$ cat config.mk
export PLATFORM = sky130hd
export DESIGN_NAME = seq_playback_flat
export DESIGN_NICKNAME = d
export VERILOG_FILES = /design/src/rtl/seq_game_pkg.sv /design/src/rtl/seq_playback_if.sv /design/src/rtl/play_timer.sv /design/src/rtl/seq_playback.sv /design/src/flat_wrapper.sv
export SDC_FILE = /design/constraint.sdc
export NUM_CORES = 1
export LEC_CHECK = 0
export ABC_AREA = 1
export BUFFER_PORTS_ARGS = -buffer_cell sky130_fd_sc_hd__buf_2
export CAP_MARGIN = 5
export CORE_AREA = 3 3 112 114
export CTS_CLUSTER_SIZE = 30
export DETAILED_ROUTE_END_ITERATION = 6
export DIE_AREA = 0 0 115 117
export MAX_ROUTING_LAYER = met4
export PLACE_DENSITY = 0.69
export SYNTH_ARGS = -nofsm -noshare
export SYNTH_HDL_FRONTEND = slang
export SYNTH_SLANG_ARGS = --single-unit
$ cat constraint.sdc
create_clock -name clk -period 4.8 [get_ports clk]
set_input_delay 0.72 -clock clk [delete_from_list [all_inputs] [get_ports clk]]
set_output_delay 0.72 -clock clk [all_outputs]
set_load 0.02 [all_outputs]
$ cat src/rtl/seq_game_pkg.sv
// ---------------------------------------------------------------------------
// seq_game_pkg
//   Shared definitions for the Sequence Memory Game datapath stages.
//   SYM_W       : width of one displayed symbol (hex digit).
//   seq_state_t : playback FSM encoding (IDLE=0, SHOW=1, GAP=2, FIN=3).
//   max_int     : elaboration-time helper used to size shared counters.
// ---------------------------------------------------------------------------
package seq_game_pkg;

    localparam int SYM_W = 4;

    typedef enum logic [1:0] {
        IDLE = 2'd0,
        SHOW = 2'd1,
        GAP  = 2'd2,
        FIN  = 2'd3
    } seq_state_t;

    function automatic int max_int(input int a, input int b);
        return (a > b) ? a : b;
    endfunction

endpackage

$ cat src/rtl/seq_playback_if.sv
// ---------------------------------------------------------------------------
// seq_playback_if
//   Bundles the write port, playback control and display outputs of
//   seq_playback.
//   Optional macro: SEQ_PAUSE_EN adds the 'pause' input.
//   Signals:
//     wr_en/wr_addr/wr_data : sequence memory write (dropped while busy)
//     start/level           : playback request and symbol count
//     pause                 : freeze playback (SEQ_PAUSE_EN only)
//     digit/blank/dp_n      : decoder feed
//     busy/done             : playback status, done is a one-cycle pulse
//     dbg_state             : current FSM state, for observation only
//   Handshake: start is level-sensitive and is only honoured in IDLE; there
//   is no ready signal, a caller waits for done (or busy low) instead.
//   Modports: slave = the playback block, master = whoever drives it.
// ---------------------------------------------------------------------------
interface seq_playback_if #(
    parameter int DEPTH = 16
);
    import seq_game_pkg::*;

    localparam int IDX_W = $clog2(DEPTH);
    localparam int LVL_W = IDX_W + 1;

    logic              wr_en;
    logic [IDX_W-1:0]  wr_addr;
    logic [SYM_W-1:0]  wr_data;
    logic              start;
    logic [LVL_W-1:0]  level;
`ifdef SEQ_PAUSE_EN
    logic              pause;
`endif
    logic [SYM_W-1:0]  digit;
    logic              blank;
    logic              dp_n;
    logic              busy;
    logic              done;
    seq_state_t        dbg_state;

`ifdef SEQ_PAUSE_EN
    modport slave (
        input  wr_en, wr_addr, wr_data, start, level, pause,
        output digit, blank, dp_n, busy, done, dbg_state
    );
    modport master (
        output wr_en, wr_addr, wr_data, start, level, pause,
        input  digit, blank, dp_n, busy, done, dbg_state
    );
`else
    modport slave (
        input  wr_en, wr_addr, wr_data, start, level,
        output digit, blank, dp_n, busy, done, dbg_state
    );
    modport master (
        output wr_en, wr_addr, wr_data, start, level,
        input  digit, blank, dp_n, busy, done, dbg_state
    );
`endif

endinterface

$ cat src/rtl/play_timer.sv
// ---------------------------------------------------------------------------
// play_timer
//   Loadable down-counter that saturates at zero.
//   Ports:
//     clk, reset : clock, asynchronous active-high reset (count -> 0)
//     i_load     : load i_value (takes priority over i_en)
//     i_value    : value to load
//     i_en       : decrement by one when nonzero
//     o_zero     : count is zero
// ---------------------------------------------------------------------------
module play_timer #(
    parameter int W = 8
) (
    input  logic         clk,
    input  logic         reset,
    input  logic         i_load,
    input  logic [W-1:0] i_value,
    input  logic         i_en,
    output logic         o_zero
);

    logic [W-1:0] r_count;

    always_ff @(posedge clk or posedge reset) begin
        if (reset) begin
            r_count <= '0;
        end else if (i_load) begin
            r_count <= i_value;
        end else if (i_en && (r_count != '0)) begin
            r_count <= r_count - W'(1);
        end
    end

    assign o_zero = (r_count == '0);

endmodule

$ cat src/rtl/seq_playback.sv
// ---------------------------------------------------------------------------
// seq_playback
//   Stores the game's symbol sequence and replays its first 'level' entries,
//   each shown for ON_CYCLES clocks and followed by OFF_CYCLES blank clocks.
//   Optional macro: SEQ_PAUSE_EN enables bus.pause, which freezes SHOW/GAP.
//   Ports:
//     clk   : system clock, rising edge
//     reset : asynchronous active-high reset
//     bus   : seq_playback_if.slave (write port, start/level, display outs)
//   All outputs are registered; the values loaded on a state transition are
//   the ones for the state being entered, so the first symbol appears the
//   cycle right after start is sampled.
// ---------------------------------------------------------------------------
module seq_playback
    import seq_game_pkg::*;
#(
    parameter int DEPTH      = 16,
    parameter int ON_CYCLES  = 25000000,
    parameter int OFF_CYCLES = 12500000
) (
    input  logic          clk,
    input  logic          reset,
    seq_playback_if.slave bus
);

    localparam int IDX_W = $clog2(DEPTH);
    localparam int LVL_W = IDX_W + 1;
    localparam int TMR_W = $clog2(max_int(ON_CYCLES, OFF_CYCLES) + 1);
    localparam logic [TMR_W-1:0] TMR_ON  = TMR_W'(ON_CYCLES - 1);
    localparam logic [TMR_W-1:0] TMR_OFF = TMR_W'(OFF_CYCLES - 1);

    logic [SYM_W-1:0] r_mem [DEPTH];
    seq_state_t       r_state;
    logic [IDX_W-1:0] r_idx;
    logic [IDX_W-1:0] r_last;     // index of the final symbol, captured at start
    logic [SYM_W-1:0] r_digit;
    logic             r_blank;
    logic             r_dp_n;
    logic             r_busy;
    logic             r_done;

    logic [LVL_W-1:0] w_lvl_c;
    logic [IDX_W-1:0] w_last_new;
    logic [IDX_W-1:0] w_idx_nxt;
    logic [SYM_W-1:0] w_rd0;
    logic             w_wr_ok;
    logic             w_is_last;
    logic             w_run;
    logic             w_tmr_load;
    logic [TMR_W-1:0] w_tmr_val;
    logic             w_tmr_en;
    logic             w_tmr_zero;

    // Levels beyond the memory size play the whole memory.
    assign w_lvl_c    = (bus.level > LVL_W'(DEPTH)) ? LVL_W'(DEPTH) : bus.level;
    assign w_last_new = IDX_W'(w_lvl_c - LVL_W'(1));
    assign w_idx_nxt  = r_idx + IDX_W'(1);
    assign w_is_last  = (r_idx == r_last);
    assign w_wr_ok    = bus.wr_en && ((r_state == IDLE) || (r_state == FIN));

    // A write to slot 0 in the start cycle must be the symbol shown first.
    assign w_rd0 = (bus.wr_en && (bus.wr_addr == '0)) ? bus.wr_data : r_mem[0];

`ifdef SEQ_PAUSE_EN
    assign w_run = ~bus.pause;
`else
    assign w_run = 1'b1;
`endif

    always_comb begin
        w_tmr_load = 1'b0;
        w_tmr_val  = '0;
        w_tmr_en   = 1'b0;
        case (r_state)
            IDLE: begin
                if (bus.start && (w_lvl_c != '0)) begin
                    w_tmr_load = 1'b1;
                    w_tmr_val  = TMR_ON;
                end
            end
            SHOW: begin
                if (w_run) begin
                    if (w_tmr_zero) begin
                        w_tmr_load = 1'b1;
                        w_tmr_val  = TMR_OFF;
                    end else begin
                        w_tmr_en = 1'b1;
                    end
                end
            end
            GAP: begin
                if (w_run) begin
                    if (w_tmr_zero) begin
                        if (!w_is_last) begin
                            w_tmr_load = 1'b1;
                            w_tmr_val  = TMR_ON;
                        end
                    end else begin
                        w_tmr_en = 1'b1;
                    end
                end
            end
            default: ;
        endcase
    end

    play_timer #(
        .W (TMR_W)
    ) u_timer (
        .clk     (clk),
        .reset   (reset),
        .i_load  (w_tmr_load),
        .i_value (w_tmr_val),
        .i_en    (w_tmr_en),
        .o_zero  (w_tmr_zero)
    );

    always_ff @(posedge clk or posedge reset) begin
        if (reset) begin
            for (int i = 0; i < DEPTH; i++) begin
                r_mem[i] <= '0;
            end
            r_state <= IDLE;
            r_idx   <= '0;
            r_last  <= '0;
            r_digit <= '0;
            r_blank <= 1'b1;
            r_dp_n  <= 1'b1;
            r_busy  <= 1'b0;
            r_done  <= 1'b0;
        end else begin
            r_done <= 1'b0;

            if (w_wr_ok) begin
                r_mem[bus.wr_addr] <= bus.wr_data;
            end

            case (r_state)
                IDLE: begin
                    if (bus.start) begin
                        if (w_lvl_c != '0) begin
                            r_state <= SHOW;
                            r_idx   <= '0;
                            r_last  <= w_last_new;
                            r_digit <= w_rd0;
                            r_blank <= 1'b0;
                            r_dp_n  <= (w_last_new != '0);
                            r_busy  <= 1'b1;
                        end else begin
                            r_state <= FIN;
                            r_done  <= 1'b1;
                        end
                    end
                end
                SHOW: begin
                    if (w_run && w_tmr_zero) begin
                        r_state <= GAP;
                        r_digit <= '0;
                        r_blank <= 1'b1;
                        r_dp_n  <= 1'b1;
                    end
                end
                GAP: begin
                    if (w_run && w_tmr_zero) begin
                        if (w_is_last) begin
                            r_state <= FIN;
                            r_busy  <= 1'b0;
                            r_done  <= 1'b1;
                        end else begin
                            r_state <= SHOW;
                            r_idx   <= w_idx_nxt;
                            r_digit <= r_mem[w_idx_nxt];
                            r_blank <= 1'b0;
                            r_dp_n  <= (w_idx_nxt != r_last);
                        end
                    end
                end
                FIN: begin
                    r_state <= IDLE;
                end
                default: begin
                    r_state <= IDLE;
                end
            endcase
        end
    end

    assign bus.digit     = r_digit;
    assign bus.blank     = r_blank;
    assign bus.dp_n      = r_dp_n;
    assign bus.busy      = r_busy;
    assign bus.done      = r_done;
    assign bus.dbg_state = r_state;

endmodule

$ cat src/flat_wrapper.sv
// flat-port wrapper written by rule: the top's interface ports become plain ports
module seq_playback_flat import seq_game_pkg::*;
#(
    parameter int DEPTH      = 16,
    parameter int ON_CYCLES  = 25000000,
    parameter int OFF_CYCLES = 12500000
)
  (clk, reset, bus_wr_en, bus_wr_addr, bus_wr_data, bus_start, bus_level, bus_digit, bus_blank, bus_dp_n, bus_busy, bus_done, bus_dbg_state);
  seq_playback_if #(.DEPTH(DEPTH)) bus_i ();
  input  logic clk;
  input  logic reset;
  input wire logic [$bits(bus_i.wr_en)-1:0] bus_wr_en;
  input wire logic [$bits(bus_i.wr_addr)-1:0] bus_wr_addr;
  input wire logic [$bits(bus_i.wr_data)-1:0] bus_wr_data;
  input wire logic [$bits(bus_i.start)-1:0] bus_start;
  input wire logic [$bits(bus_i.level)-1:0] bus_level;
  output wire logic [$bits(bus_i.digit)-1:0] bus_digit;
  output wire logic [$bits(bus_i.blank)-1:0] bus_blank;
  output wire logic [$bits(bus_i.dp_n)-1:0] bus_dp_n;
  output wire logic [$bits(bus_i.busy)-1:0] bus_busy;
  output wire logic [$bits(bus_i.done)-1:0] bus_done;
  output wire logic [$bits(bus_i.dbg_state)-1:0] bus_dbg_state;
  assign bus_i.wr_en = bus_wr_en;
  assign bus_i.wr_addr = bus_wr_addr;
  assign bus_i.wr_data = bus_wr_data;
  assign bus_i.start = bus_start;
  assign bus_i.level = bus_level;
  assign bus_digit = bus_i.digit;
  assign bus_blank = bus_i.blank;
  assign bus_dp_n = bus_i.dp_n;
  assign bus_busy = bus_i.busy;
  assign bus_done = bus_i.done;
  assign bus_dbg_state = bus_i.dbg_state;
  seq_playback #(.DEPTH(DEPTH), .ON_CYCLES(ON_CYCLES), .OFF_CYCLES(OFF_CYCLES)) u_core (.clk(clk), .reset(reset), .bus(bus_i));
endmodule
==> metrics.txt, run 1 <==
Crit. End Element flip-flop; vias in the first global route 4796; final worst slack 1.93 ns; FF+latch count, synth 107; setup TNS 0 ns; cts hold-fix bufs 0; postcts setup bufs 0; layout cell share with drive strength beyond 1 0.0889; Peak VDD IR approximately 0.24 mV; final hold viol count 0; drc violations 0; post-CTS resize count 0; ys flop type dfrtp_1; Die Wd 115 um; TritonCTS buffer count 9; DP HPWL 10.1 mm; area grow syn2layout 8.34%; Max Fclk ~0.35 GHz; die area 13500 um^2; fin cells 919; # setup viols final 0; slowest CP cell dfrtp_1; mean post-synth cell area 7.57 um^2; pre-CTS setup slack roughly 2.0 ns; Avg WL per Cell 15.5 um; Die Height 117 um; cell repeated most along the worst path nand2_1; final setup skew 0.0136 ns; first-pass GRT wire length 23.8 mm; syn_nets 783; layout net count 799; max_slew headroom 0.354; Hold Crit Class reg -> reg; P per Cell Area 652 nW/um^2; latest clock arrival within the worst-skew pair approximately 0.36 ns; # IOs 27; final WL 14.2 mm; gr busiest metal met2; max cap viols 0; TritonCTS clock tree done; Tmin final around 2.9 ns; CP arrival 3.12 ns; met2 Track Usage GR 0.339; total grt overflow 0; cell area after placement 5940 um^2; commonest non-fill, non-tap cells in the layout nand2_1, nor2_1, o21ai_0; Cell variety after synth 31; Final Cycle Share 0.598; DR pass1 iterations 5; Longest Clk Path Bufs 2; GP Congestion 0.902; delay-heaviest family, CP simple AND/OR/NAND/NOR gates; Mapped Area around 5700 um^2; initial antenna violation count 0; most common cell after layout, fill and taps aside nand2_1; Synth Instances about 760; clk slew on worst S/H paths 0.07 ns; Pwr Total 4.05 mW; Ys Warns 0; CORE AREA 11500 um^2; sequential area share after synthesis 0.468; overall routing resource usage 0.230; status finished, final reports clean; Data required, critical path around 5 ns; asr flop ratio synth 1.00; Initial DRC Count between 500 and 600; CP cell instances buf_4 > inv_2 > nand2_1 > nand2_1 > nor2_1 > a21oi_1 > nand2_1 > nand2_1 > nand2_2 > nand3_2 > nand2_1 > nand2_1; Placed Cells incl. Taps roughly 910; met3 Resource Use GR 0.0524; Critical Path Fanout Max 33; CP Launch Type flip-flop; post-route ant nets 0; design area between 6000 and 7000 um^2; LEAKAGE 2.98 nW; largest net degree at the start of global routing 75; crit-path max cell delay 0.64 ns; Worst-Margin Slew 0.969 ns; Antenna Cells 0; RSZ-0062 raised after global routing false; Post-synth EDFFs 0; vias 5068; Initial Util 0.497; Via density 5.51; Max Slew Vio Count 0; M1 GR Usage 0.317; Core Rows 39; Root Buffer clkbuf_16; H-tree lvl count 3; buffer and inverter count on the worst path 2; port buffer count 26; WS Path Type reg -> reg; TritonCTS Sinks 107
final timing paths:
kind	start	to	slack, ns	depth (start not counted)
max in group asynchronous	reset	u_core.r_last[2]	3.20	3
min in group asynchronous	reset	u_core.r_mem[30]	0.53	2
hold / removal	u_core.bus.blank	u_core.bus.blank	0.47	2
hold reg to reg	u_core.bus.blank	u_core.bus.blank	0.47	2
setup reg to reg	u_core.r_idx[0]	u_core.u_timer.r_count[17]	1.93	12
setup / recovery	u_core.r_idx[0]	u_core.u_timer.r_count[17]	1.93	12
logic make-up (layout without fill, tap and decap cells):
logic type               Yosys count  in the layout  share of synthesized area
buffers and inverters             78             97                     0.0566
flip-flops                       107            107                      0.468
adder cells (fa/ha/maj)            9              9                     0.0197
XOR/XNOR                          17             17                     0.0273
AND/OR/NAND/NOR                  398            398                      0.291
AO/OA/AOI/OAI                    148            148                      0.138
cell usage after synthesis, types with 4 or more instances:
| master | count | area share |
|---|---|---|
| nand2_2 | 4 | 0.0044 |
| inv_2 | 6 | 0.0039 |
| a21oi_1 | 11 | 0.0096 |
| nand3_1 | 36 | 0.031 |
| o211ai_1 | 16 | 0.021 |
| dfrtp_1 | 105 | 0.46 |
| o21ai_1 | 4 | 0.0035 |
| xnor2_1 | 11 | 0.017 |
| nor2_1 | 114 | 0.075 |
| xor2_1 | 5 | 0.0076 |
| nor2_2 | 4 | 0.0044 |
| buf_2 | 4 | 0.0035 |
| clkbuf_1 | 14 | 0.0092 |
| nand2_1 | 204 | 0.13 |
| nor3_1 | 10 | 0.0087 |
| ha_1 | 9 | 0.020 |
| nand4_1 | 15 | 0.016 |
| inv_1 | 48 | 0.031 |
| o21ai_0 | 114 | 0.10 |
flip-flops by register name (all words and copies together) (netlist names):
name and count:
u_core.r_mem 64, u_core.bus.busy 1, u_core.bus.blank 1, u_core.bus.dp_n 1, u_core.r_last 4, u_core.bus.dbg_state 2, u_core.r_idx 4, u_core.bus.done 1
u_core.bus.digit 4, u_core.u_timer.r_count 25
routing by layer:
metal,vias to the layer above,share of wire
li1,2498,-
met1,2387,0.47
met2,161,0.45
met3,22,0.057
met4,0,0.020
met5,-,0
final cells by class:
type / count / area (um^2)
fillers: 1102 / 5310
multi-input cells: 572 / 2720
flip-flops and latches: 107 / 2680
clock buffers: 12 / 256
inverters: 55 / 209
well taps: 143 / 179
repair buffers: 28 / 145
clock inverters: 2 / 12.5
worst min-delay path: stages (launching register included):
cell and delay, ns:
dfstp_2 0.37, nand2_1 0.05, nand2_1 0.05
where the power goes:
group,internal [mW],switching (mW),total (mW),leakage (nW)
clock network,0.374,0.324,0.698,0.131
logic,0.588,1.15,1.73,1.52
registers,1.31,0.309,1.61,1.33
total,2.27,1.78,4.05,2.98
stage by stage:
step / hold slack, ns / util
global placement: 0.454 / 0.516
finish: 0.467 / 0.539
detailed placement: 0.460 / 0.516
CTS: 0.468 / 0.539
global route: 0.501 / 0.539
floorplan: 0.448 / -
No activity file was read; power rests on OpenSTA's default activity.
==> inputs of run 2 (changes only) <==
clock period = 2.9 ns   (was 4.8 ns; I/O delays follow)
==> metrics.txt, run 2 (synthesized netlist as in run 1, its figures left out) <==
LEAKAGE between 3 and 4 nW; GP Congestion ~0.92; P per Cell Area 1070 nW/um^2; overall routing resource usage 0.220; layout net count 805; TritonCTS clock tree done; DP HPWL 9.61 mm; reg2reg start u_core.u_timer.r_count[0]; Core Rows 39; die area roughly 13000 um^2; Hold Crit Class in -> async; Tmin final 2.31 ns; pre-CTS setup slack 0.420 ns; max_slew headroom 0.414; # setup viols final 0; vias in the first global route 4791; max cap viols 0; Longest Clk Path Bufs 2; Initial DRC Count 509; max FFs per register 64; Avg WL per Cell 14.7 um; Max Fclk ~0.43 GHz; postcts setup bufs 0; vias 5054; Peak VDD IR 0.560 mV; footprint of the multi-input gates between 2000 and 3000 um^2; Worst-Margin Slew 0.878 ns; Filler Cell Count 1084; TritonCTS buffer count 9; most common cell after layout, fill and taps aside nand2_1; CORE AREA 11500 um^2; Die Height 117 um; Max Slew Vio Count 0; final core occ 0.545; Initial Util 0.497; Die Wd between 100 and 150 um; clk slew on worst S/H paths 0.07 ns; Worst Reg-to-Reg Cells 12; DR pass1 iterations 5; final setup skew 0.00718 ns; post-route ant nets 0; port buffer count 26; RSZ-0062 raised after global routing false; final WL 13.7 mm; final hold viol count 0; register area 2680 um^2; top flop regs u_core.r_mem (64), u_core.u_timer.r_count (25); Critical R2R Capture u_core.u_timer.r_count[17]; TritonCTS Sinks about 110; # IOs 27; largest net degree at the start of global routing 46; total grt overflow 0; Net Sw Power 2.93 mW; first-pass GRT wire length 22.9 mm; commonest non-fill, non-tap cells in the layout nand2_1, nor2_1, o21ai_0; Final Cycle Share 0.798; initial antenna violation count 0; CP Launch Type flip-flop; Root Buffer clkbuf_16; CP arrival roughly 2.6 ns; Critical Path Fanout Max 24; cts hold-fix bufs 0; Biggest register u_core.r_mem; Antenna Cells 0; post-CTS resize count 0; WS Path Type reg -> reg; Via density roughly 5.5; area grow syn2layout 9.52%; Data required, critical path roughly 3.2 ns; final worst slack 0.587 ns; Logic pwr share 0.440; R2R setup slack 0.59 ns; Clk pwr share 0.173; P_int 3.79 mW; Crit. End Element flip-flop; layout cell share with drive strength beyond 1 0.0995; H-tree lvl count 3; sequential fraction of design power 0.386; drc violations 0; Net Sw Frac 0.436; latest clock arrival within the worst-skew pair 0.35 ns; setup TNS 0 ns; status finished, final reports clean
run 2: changes by cell type in the layout (fill, tap and decap cells not counted), sizes merged:
cell / previous run / this run
clkbuf: 12 / 10
clkinv: 2 / 4
buf: 28 / 34
clkinvlp: 1 / 3
run 2: layout make-up:
cell class              count  area share
clock buffers              10      0.0381
clock inverters             6     0.00618
inverters                  55      0.0335
multi-input cells         572       0.434
flip-flops and latches    107       0.427
well taps                 143      0.0285
repair buffers             34      0.0323
run 2: how the worst max path moves through the flow:
stage	start	endpoint	slack, ns	cells after the start
after floorplan	u_core.bus.dbg_state[0]	u_core.r_mem[20]	0.95	8
after global placement	bus_level[2]	u_core.u_timer.r_count[19]	0.53	13
after detailed placement	bus_level[2]	u_core.u_timer.r_count[2]	0.42	13
after CTS	u_core.bus.dbg_state[1]	u_core.u_timer.r_count[19]	0.58	8
after global routing	u_core.u_timer.r_count[0]	u_core.u_timer.r_count[16]	0.34	10
final	u_core.u_timer.r_count[0]	u_core.u_timer.r_count[17]	0.59	12
run 2: per-layer routing:
layer	GRT usage	wire (um)	up-vias
li1	-	-	2518
met1	0.299	6510	2397
met2	0.338	6320	124
met3	0.0319	611	15
met4	0.0790	208	0
met5	-	0	-
run 2: per-stage QoR:
stage	std cells	hold slack [ns]	cell area, um^2	power, mW
final	927	0.251	6270	6.72
after global routing	927	0.321	6270	7.28
after global placement	911	0.456	6000	5.44
after floorplan	757	0.448	5730	4.76
after detailed placement	911	0.458	6000	5.53
after CTS	927	0.275	6270	6.70
run 2: power by group through the flow:
stage / logic (mW) / clock network, mW / registers, mW
2_1_floorplan: 2.20 / 0 / 2.56
3_3_place_gp: 2.85 / 0 / 2.58
3_5_place_dp: 2.93 / 0 / 2.60
4_1_cts: 2.94 / 1.18 / 2.58
5_1_grt: 3.39 / 1.23 / 2.66
6_report: 2.96 / 1.16 / 2.60
run 2: critical path, cell delays in order, from the launching register on:
cell,delay [ns]
dfrtp_1,0.38
inv_1,0.09
ha_1,0.22
nand3_2,0.18
nor2_4,0.18
nand2_2,0.10
nor2_4,0.20
nand2_1,0.09
nand2_1,0.08
nand2_2,0.27
nand3_2,0.31
nand2_1,0.09
nand2_1,0.06
==> inputs of run 3 (changes only) <==
PLACE_DENSITY = 0.71   (was 0.69)
clock period = 2.11 ns   (was 2.9 ns; I/O delays follow)
==> metrics.txt, run 3 (synthesized netlist as in run 1, its figures left out) <==
delay-heaviest family, CP simple AND/OR/NAND/NOR gates; final setup skew 0.00855 ns; CORE AREA around 12000 um^2; largest net degree at the start of global routing 108; TritonCTS clock tree done; first-pass GRT wire length 22.7 mm; Crit. End Element flip-flop; Longest Clk Path Bufs 2; buffer and inverter count on the worst path 3; Core Rows 39; Worst-Margin Slew 0.591 ns; sequential fraction of design power 0.379; Tmin final between 1.5 and 2 ns; final core occ 0.563; Biggest register u_core.r_mem; Root Buffer clkbuf_16; Filler Cell Count 1065; CP cell instances inv_1 > ha_1 > inv_1 > nand2_1 > nor3_2 > buf_4 > nand2_1 > nand2_1 > o21ai_0; slowest CP cell dfrtp_1; Die Height approximately 120 um; Critical Path Fanout Max 8; Max Fclk a little over 0.5 GHz; status finished, final reports clean; clk slew on worst S/H paths 0.07 ns; drc violations 0; Final Cycle Share 0.942; max_slew headroom 0.606; CP Launch Type flip-flop; WS Path Type reg -> reg; DR pass1 iterations 5; Logic pwr share 0.453; Initial DRC Count 552; layout cell share with drive strength beyond 1 0.129; RSZ-0062 raised after global routing true; Die Wd 115 um; Pwr Total 9.46 mW; commonest non-fill, non-tap cells in the layout nand2_1, o21ai_0, nor2_1; CP arrival 2.20 ns; Antenna Cells 0; P_int 5.41 mW; total grt overflow 0; crit-path max cell delay around 0.40 ns; overall routing resource usage 0.217; Data required, critical path 2.32 ns; cts hold-fix bufs 0; Max Slew Vio Count 0; final hold viol count 0; design area 6490 um^2; Placed Cells incl. Taps 924; fin cells 943; Avg WL per Cell 14.6 um; Peak VDD IR 0.571 mV; # IOs 27; layout net count 821; TritonCTS Sinks 107; GP Congestion 0.906; cell area after placement 6120 um^2; Via density 5.44; initial antenna violation count 0; top flop regs u_core.r_mem (64), u_core.u_timer.r_count (25); final worst slack approximately 0.12 ns; pre-CTS setup slack -0.104 ns; vias approximately 5.1k; TritonCTS buffer count 9; # setup viols final 0; DP HPWL 9.47 mm; P per Cell Area 1460 nW/um^2; Net Sw Frac 0.428; Initial Util 0.497; die area 13500 um^2; port buffer count 26; vias in the first global route roughly 4.8k; area grow syn2layout 13.3%; max FFs per register between 60 and 70; Hold Crit Class in -> async; LEAKAGE 3.12 nW; H-tree lvl count 3; latest clock arrival within the worst-skew pair between 0.3 and 0.4 ns; final WL 13.8 mm; cell repeated most along the worst path nand2_1; most common cell after layout, fill and taps aside nand2_1; post-route ant nets 0; Net Sw Power 4.05 mW; max cap viols 0; Clk pwr share 0.167
## run 3: metal layers
metal | global-route usage | routed length (um) | part of all wire | vias to the layer above
li1 | - | - | - | 2548
met1 | 0.296 | 6530 | 0.48 | 2421
met2 | 0.328 | 6370 | 0.46 | 127
met3 | 0.0324 | 530 | 0.039 | 35
met4 | 0.0884 | 312 | 0.023 | 0
met5 | - | 0 | 0 | -
## run 3: worst paths after layout
check / to / cells after the start / startpoint / slack, ns
max in group asynchronous: u_core.r_mem[13] / 3 / reset / 1.54
setup / recovery: u_core.r_mem[27] / 9 / u_core.bus.dbg_state[0] / 0.12
min in group clk: u_core.bus.done / 3 / bus_start / 0.22
hold / removal: u_core.r_mem[41] / 3 / reset / 0.09
hold reg to reg: u_core.bus.blank / 2 / u_core.bus.blank / 0.48
setup reg to reg: u_core.r_mem[27] / 9 / u_core.bus.dbg_state[0] / 0.12
## run 3: layout make-up
class | count | area, um^2 | area share
Timing Repair Buffer | 50 | 352 | 0.0542
Tap cell | 143 | 179 | 0.0276
Inverter | 55 | 210 | 0.0324
Sequential cell | 107 | 2680 | 0.413
Multi-Input combinational cell | 572 | 2790 | 0.431
Clock inverter | 4 | 26.3 | 0.00405
Clock buffer | 12 | 246 | 0.0380
## run 3: worst register-to-register path, delay by kind of cell, from the launching register on
family / cells / cell delay [ns]
AOI/OAI and AO/OA: 1 / 0.08
adders and majority gates: 1 / 0.34
buffers and inverters: 3 / 0.39
DFF: 1 / 0.40
and+or+nand+nor: 4 / 0.64
## run 3: repair_timing
item                       in CTS  in global routing
hold endpoints to repair        0                  0
setup endpoints to repair       0                 64
gates resized for setup         0                 19
buffers inserted                0                  3
## run 3: power by group through the flow
| stage | Clock, mW | Combinational [mW] | Sequential, mW |
|---|---|---|---|
| global route | 1.68 | 4.90 | 3.70 |
| CTS | 1.60 | 4.18 | 3.57 |
| global placement | 0 | 4.07 | 3.56 |
| detailed placement | 0 | 4.16 | 3.59 |
| finish | 1.58 | 4.29 | 3.59 |
| floorplan | 0 | 3.02 | 3.51 |
## run 3: stage by stage
step                      hold WS (ns)  setup TNS (ns)
after floorplan                  0.436               0
after global placement           0.461               0
after detailed placement         0.468           -1.06
after CTS                        0.163               0
after global routing             0.192          -0.453
final                           0.0923               0
